<file path="src/rtl/riscv_pkg.sv">
// Shared core constants and small enums used by the writeback path.
// Latency: n/a (declarations only).
// Backpressure: n/a.
package riscv_pkg;

    localparam int XLEN   = 32;
    localparam int REG_AW = 5;
    localparam int NREGS  = 32;

    // Which producer won the most recent contended arbitration.
    typedef enum logic {
        GNT_ALU = 1'b0,
        GNT_LSU = 1'b1
    } grant_e;

endpackage

</file>
<file path="src/rtl/rr_arbiter2.sv">
// Two-requester round-robin arbiter (a = ALU, b = LSU) with a 1-bit history.
// Latency: grants are combinational from requests and the history register.
// Backpressure: the loser of a contended cycle is favoured on the next contention.
module rr_arbiter2
    import riscv_pkg::*;
(
    input  logic clk,
    input  logic rst_n,
    input  logic req_a,
    input  logic req_b,
    output logic gnt_a,
    output logic gnt_b
);

    grant_e last_grant_q;
    grant_e last_grant_d;

    // Grant decision; history only moves when both producers were competing.
    always_comb begin
        last_grant_d = last_grant_q;
        gnt_a        = rst_n && req_a && (!req_b || (last_grant_q == GNT_LSU));
        gnt_b        = rst_n && req_b && (!req_a || (last_grant_q == GNT_ALU));
        if (req_a && req_b) begin
            last_grant_d = gnt_a ? GNT_ALU : GNT_LSU;
        end
    end

    // History register; reset value makes the LSU win the first contention.
    always_ff @(posedge clk) begin
        if (!rst_n) begin
            last_grant_q <= GNT_ALU;
        end else begin
            last_grant_q <= last_grant_d;
        end
    end

endmodule

</file>
<file path="src/rtl/writeback_unit.sv">
// Writeback stage: arbitrates ALU/LSU results onto one RF write port and tracks pending writes.
// Latency: 1 cycle from accepted result to write_enable; busy bits update on the next edge.
// Backpressure: issue stalls on WAW hazards; the losing producer is held off by its ready.
module writeback_unit
    import riscv_pkg::*;
#(
    parameter int XLEN  = riscv_pkg::XLEN,
    parameter int NREGS = riscv_pkg::NREGS
) (
    input  logic                  clk,
    input  logic                  rst_n,
    input  logic                  issue_valid,
    input  logic [REG_AW-1:0]     issue_rd,
    output logic                  issue_ready,
    input  logic                  alu_valid,
    output logic                  alu_ready,
    input  logic [REG_AW-1:0]     alu_rd,
    input  logic [XLEN-1:0]       alu_data,
    input  logic                  lsu_valid,
    output logic                  lsu_ready,
    input  logic [REG_AW-1:0]     lsu_rd,
    input  logic [XLEN-1:0]       lsu_data,
    output logic                  write_enable,
    output logic [REG_AW-1:0]     write_reg,
    output logic [XLEN-1:0]       write_data,
    input  logic [REG_AW-1:0]     chk_rs1,
    input  logic [REG_AW-1:0]     chk_rs2,
    output logic                  busy_rs1,
    output logic                  busy_rs2
);

    typedef struct packed {
        logic [REG_AW-1:0] rd;
        logic [XLEN-1:0]   data;
    } wb_t;

    logic [NREGS-1:0] busy_q, busy_d;
    logic             write_enable_q, write_enable_d;
    wb_t              wb_q, wb_d;
    wb_t              sel;
    logic             xfer;
    logic             issue_fire;

    rr_arbiter2 u_arb (
        .clk   (clk),
        .rst_n (rst_n),
        .req_a (alu_valid),
        .req_b (lsu_valid),
        .gnt_a (alu_ready),
        .gnt_b (lsu_ready)
    );

    // Hazard check and scoreboard queries read the registered busy bits only.
    always_comb begin
        issue_ready = rst_n && !((issue_rd != '0) && busy_q[issue_rd]);
        issue_fire  = issue_valid && issue_ready && (issue_rd != '0);
        busy_rs1    = busy_q[chk_rs1];
        busy_rs2    = busy_q[chk_rs2];
    end

    // Select the granted result and form the next write-port contents; rd=0 results are dropped.
    always_comb begin
        sel            = lsu_ready ? wb_t'{rd: lsu_rd, data: lsu_data}
                                   : wb_t'{rd: alu_rd, data: alu_data};
        xfer           = (alu_valid && alu_ready) || (lsu_valid && lsu_ready);
        write_enable_d = xfer && (sel.rd != '0);
        wb_d           = write_enable_d ? sel : wb_q;
    end

    // Scoreboard update: retire the write in flight, then set on issue so a same-edge set wins.
    always_comb begin
        busy_d = busy_q;
        if (write_enable_q) begin
            busy_d[wb_q.rd] = 1'b0;
        end
        if (issue_fire) begin
            busy_d[issue_rd] = 1'b1;
        end
        busy_d[0] = 1'b0;
    end

    // State registers; reset discards any write that was about to appear.
    always_ff @(posedge clk) begin
        if (!rst_n) begin
            busy_q         <= '0;
            write_enable_q <= 1'b0;
            wb_q           <= '0;
        end else begin
            busy_q         <= busy_d;
            write_enable_q <= write_enable_d;
            wb_q           <= wb_d;
        end
    end

    assign write_enable = write_enable_q;
    assign write_reg    = wb_q.rd;
    assign write_data   = wb_q.data;

endmodule
</file>
<file path="config.mk">
export PLATFORM = sky130hd
export DESIGN_NAME = writeback_unit
export DESIGN_NICKNAME = d
export VERILOG_FILES = /design/src/rtl/riscv_pkg.sv /design/src/rtl/rr_arbiter2.sv /design/src/rtl/writeback_unit.sv
export SDC_FILE = /design/constraint.sdc
export NUM_CORES = 1
export LEC_CHECK = 0
export ABC_CLOCK_PERIOD_IN_PS = 2400
export BUFFER_PORTS_ARGS = -buffer_cell sky130_fd_sc_hd__buf_2
export CORE_MARGIN = 2
export CORE_UTILIZATION = 40
export DETAILED_ROUTE_END_ITERATION = 16
export GPL_ROUTABILITY_DRIVEN = 0
export HOLD_SLACK_MARGIN = 0.1
export PLACE_DENSITY = 0.7
export SYNTH_ARGS = -nofsm -noshare
export SYNTH_HDL_FRONTEND = slang
export SYNTH_SLANG_ARGS = --single-unit
</file>
<file path="constraint.sdc">
create_clock -name clk -period 2.4 [get_ports clk]
set_clock_uncertainty 0.2 [all_clocks]
set_input_delay 0.6 -clock clk [delete_from_list [all_inputs] [get_ports clk]]
set_output_delay 0.6 -clock clk [all_outputs]
set_load 0.02 [all_outputs]
</file>
==> metrics.md <==
| Metric | Value |
|---|---|
| Switching power | 1.01 mW |
| Number of cells on the worst hold path | 2 |
| Drt first pass iters | 5 |
| Number of DRC markers after the initial detailed-route iteration | 236 |
| Global-route usage over all layers | 22.8% |
| Final critical-path share of the clock period | 114% |
| Actual transition at the worst max-transition pin | 648 ps |
| Clock Sink Count | 70 |
| Post-route cell area | 6170 um2 |
| Worst setup timing slack at the placement stage | -428 ps |
| Total congestion overflow after global routing | 0 |
| Worst Setup Slack, final | -337 ps |
| Via count of the first global-routing pass | 4639 |
| Critical hold path startpoint | busy_q[1]$_SDFF_PN0_ |
| Final count of hold timing violations | 0 |
| Count of nets after finishing | 724 |
| Detailed-route vias per instance | 5.89 |
| Effective utilization at floorplan | 40.8% |
| Core area | 11400 um2 |
| Maximum number of pins on one net before global-route repair | 45 |
| Cell taking the most area after synthesis | sky130_fd_sc_hd__dfxtp_1 |
| Critical Path Sink | issue_ready |
| Quantity of I/O buffers inserted on ports | 136 |
| Synth Register Bits | 70 |
| DRC errors left | 0 |
| Post-layout minimum cycle time | 2740 ps |
| Worst r2r path cells | 5 |
| Fillers | 1037 |
| Type of element launching the critical path | input pin |
| Crit path required time | 1600 ps |
| Die H | 112 um |
| Capturing element type of the critical path | output pin |
| Number of buffers on the longest clock path | 2 |
| Ranking of synthesized cells by area | sky130_fd_sc_hd__dfxtp_1, sky130_fd_sc_hd__mux2i_1, sky130_fd_sc_hd__a211oi_2, sky130_fd_sc_hd__a31oi_2, sky130_fd_sc_hd__a32o_1 |
| Synthesis warning total | 0 |
| Post-DR wirelength/cell | 18.5 um |
| Max reg flops | 32 |
| Cell Pwr Density | 534 nW/um2 |
| Final-report max-slew violation count | 0 |
| Achievable frequency | 365 MHz |
| Die area | 12500 um2 |
| Clock tree from TritonCTS | built |
| Kind of critical path | in -> out |
| Switching fraction of total power | 30.5% |
| Post-route total power | 3.30 mW |
| Number of inserted diodes | 0 |
| Syn Std Cell Area | 4630 um2 |
| Clock Root Buffer | sky130_fd_sc_hd__clkbuf_16 |
| Register area | 1420 um2 |
| Number of placement rows | 39 |
| Outcome | finished with violations |
| Reg-to-reg setup timing slack | 430 ps |
| Sequential-to-total area share from yosys stat | 30.2% |
| FFs w/ async S/R, synth | 0% |
| Clock-pin slew on the worst setup and hold paths | 50 ps |
| Combined area of the multi-input logic cells | 3020 um2 |
| Number of clock buffers inserted by TritonCTS | 9 |
| Top-area cell type share of the netlist area | 30.2% |
| Worst-case vdd ir drop | 0.334 mV |
| Share of final-layout standard cells stronger than drive strength 1 | 48.5% |
| CP Max Fanout | 4 |
| Endpoints failing setup | 3 |
| Critical Path AT | 1940 ps |
| Endpoint of the worst-slack reg-to-reg timing path | busy_q[2]$_SDFF_PN0_ |
| Share of total power in the clock network | 38.5% |
| Width of the die | 112 um |
| Worst Setup SP | issue_rd[0] |
| Layout overhead on the synthesized area | 33.3% |
| Worst rel slew slack | 56.8% |
| Synthesized area divided by synthesized cell count | 10.1 um2 |
| LEAKAGE | 2.51 nW |
| Hpwl dp | 11.0 mm |
| Clk Latency, worst-skew pair | 330 ps |
| Total via count in the routed design | 4583 |
| Placed Area | 5790 um2 |
| Startpoint of the worst register-to-register path | busy_q[9]$_SDFF_PN0_ |
| Antenna violations before repair | 0 |
| Net count after synthesis | 555 |
| Relative contribution of combinational cells to total power | 22.7% |
| Wire length of the first global-routing pass | 23.2 mm |
| Hold buffer count at cts | 0 |
| Dominant synthesized flop cell | sky130_fd_sc_hd__dfxtp_1 |
| Dpl cells | 759 |
| Internal power contribution | 2.29 mW |
| H-tree levels | 3 |
| Final ANT Viol Nets | 0 |
| Boundary pin count | 137 |
| Portion of total power attributed to sequential cells | 38.8% |
| Layout Cells excl Fill | 778 |
| Unrepaired setup endpoints after global routing | yes |
| Type of the worst min-delay path | reg -> reg |
| Number of distinct library cells after synthesis | 59 |
| Number of enable flip-flop cells after synthesis | 0 |
| Maximum capacitance violations | 0 |
| Instance count of the mapped netlist | 461 |
| Routed wire length | 14.4 mm |
| Failing checks | setup timing |
==> through the flow <==
step	hold WS, ps	utilization, %	TNS (ps)
after floorplan	274	-	-546
after global placement	328	50.9	-891
after detailed placement	349	50.9	-1490
after CTS	343	54.1	-727
after global routing	365	54.3	-939
final	351	54.3	-782
==> logic make-up after synthesis <==
family / synth area share [%]
mux: 18.7
xor+xnor: 0.189
compound gates: 31.1
buf+inv: 6.26
simple gates: 13.6
flops: 30.2
==> worst max-delay path, stage by stage <==
cell and delay [ps]:
sky130_fd_sc_hd__buf_6 110, sky130_fd_sc_hd__mux4_2 530, sky130_fd_sc_hd__nand3b_1 160, sky130_fd_sc_hd__a21oi_2 90
sky130_fd_sc_hd__nor4_4 270, sky130_fd_sc_hd__buf_4 180
==> worst min-delay path by stage <==
| stage | endpoint | slack (ps) |
|---|---|---|
| floorplan | busy_q[1]$_SDFF_PN0_ | 270 |
| global placement | write_data[30]$_SDFFE_PN0P_ | 330 |
| detailed placement | write_data[31]$_SDFFE_PN0P_ | 350 |
| CTS | busy_q[1]$_SDFF_PN0_ | 340 |
| global route | busy_q[1]$_SDFF_PN0_ | 360 |
| finish | busy_q[1]$_SDFF_PN0_ | 350 |
==> synthesized netlist by cell type, drive strengths merged (3+ instances only) <==
| library cell | number |
|---|---|
| mux2i | 65 |
| and3 | 5 |
| dfxtp | 70 |
| a21oi | 14 |
| nor2b | 6 |
| o211ai | 10 |
| nand4 | 9 |
| a22oi | 7 |
| o22ai | 3 |
| nand2b | 5 |
| a31oi | 34 |
| mux2 | 7 |
| a32o | 16 |
| o21ai | 11 |
| buf | 25 |
| a211oi | 36 |
| nand3b | 4 |
| nor3 | 8 |
| and3b | 3 |
| nand2 | 35 |
| mux4 | 6 |
| nor3b | 3 |
| o31ai | 9 |
| or3 | 4 |
| or2 | 3 |
| nand3 | 11 |
| nor2 | 13 |
| inv | 5 |
| clkbuf | 13 |
==> power groups by stage <==
stage	sequential (mW)	combinational (mW)	clock (mW)
floorplan	1.36	0.412	0
global placement	1.30	0.711	0
finish	1.28	0.749	1.27
global route	1.29	0.804	1.34
CTS	1.28	0.743	1.29
detailed placement	1.30	0.729	0
==> cell usage in the layout (no fill, tap or decap), types with 4 or more instances in the layout <==
master / synthesis / routed
sky130_fd_sc_hd__mux2i_1: 65 / 65
sky130_fd_sc_hd__nor3_1: 7 / 6
sky130_fd_sc_hd__a211oi_1: 6 / 5
sky130_fd_sc_hd__dfxtp_1: 70 / 64
sky130_fd_sc_hd__nand2b_1: 5 / 5
sky130_fd_sc_hd__o21ai_1: 6 / 6
sky130_fd_sc_hd__inv_1: 4 / 4
sky130_fd_sc_hd__a22oi_1: 7 / 7
sky130_fd_sc_hd__a211oi_2: 29 / 30
sky130_fd_sc_hd__or3_1: 4 / 4
sky130_fd_sc_hd__nand2_1: 34 / 34
sky130_fd_sc_hd__mux2_2: 2 / 4
sky130_fd_sc_hd__nor2b_1: 5 / 5
sky130_fd_sc_hd__nand4_1: 9 / 9
sky130_fd_sc_hd__o211ai_1: 10 / 10
sky130_fd_sc_hd__o21ai_0: 5 / 5
sky130_fd_sc_hd__a21oi_1: 14 / 13
sky130_fd_sc_hd__nor2_1: 13 / 12
sky130_fd_sc_hd__buf_6: 5 / 4
sky130_fd_sc_hd__o31ai_1: 9 / 9
sky130_fd_sc_hd__nand3b_1: 4 / 4
sky130_fd_sc_hd__buf_2: 15 / 129
sky130_fd_sc_hd__buf_12: 4 / 6
sky130_fd_sc_hd__a31oi_1: 5 / 5
sky130_fd_sc_hd__a32o_1: 16 / 16
sky130_fd_sc_hd__buf_4: 0 / 55
sky130_fd_sc_hd__a31oi_2: 29 / 29
sky130_fd_sc_hd__and3_1: 5 / 5
sky130_fd_sc_hd__clkbuf_16: 0 / 9
sky130_fd_sc_hd__nand3_1: 11 / 11
sky130_fd_sc_hd__mux4_2: 6 / 6
==> repair_timing <==
item                                    in CTS  in global routing
gates resized for setup                     25                  4
pin swaps                                    0                  2
endpoints found under the setup margin       3                  3
buffers inserted                             2                  1
==> routing by layer <==
layer  global-route usage (%)  part of all wire [%]  vias to the layer above
met5                        0                     0                        -
met4                     7.57                   1.7                        0
met3                     5.23                   7.2                       18
met2                     38.9                    49                      208
met1                     28.4                    42                     2187
li1                         -                     -                     2170
==> area by class of cell <==
class	instances	share of cell area, %
Multi-Input combinational cell	348	49.0
Sequential cell	70	22.9
Timing Repair Buffer	196	20.3
Clock buffer	10	3.87
Tap cell	143	2.90
Clock inverter	6	0.709
Inverter	5	0.304
Power figures use the tool's default switching activity.
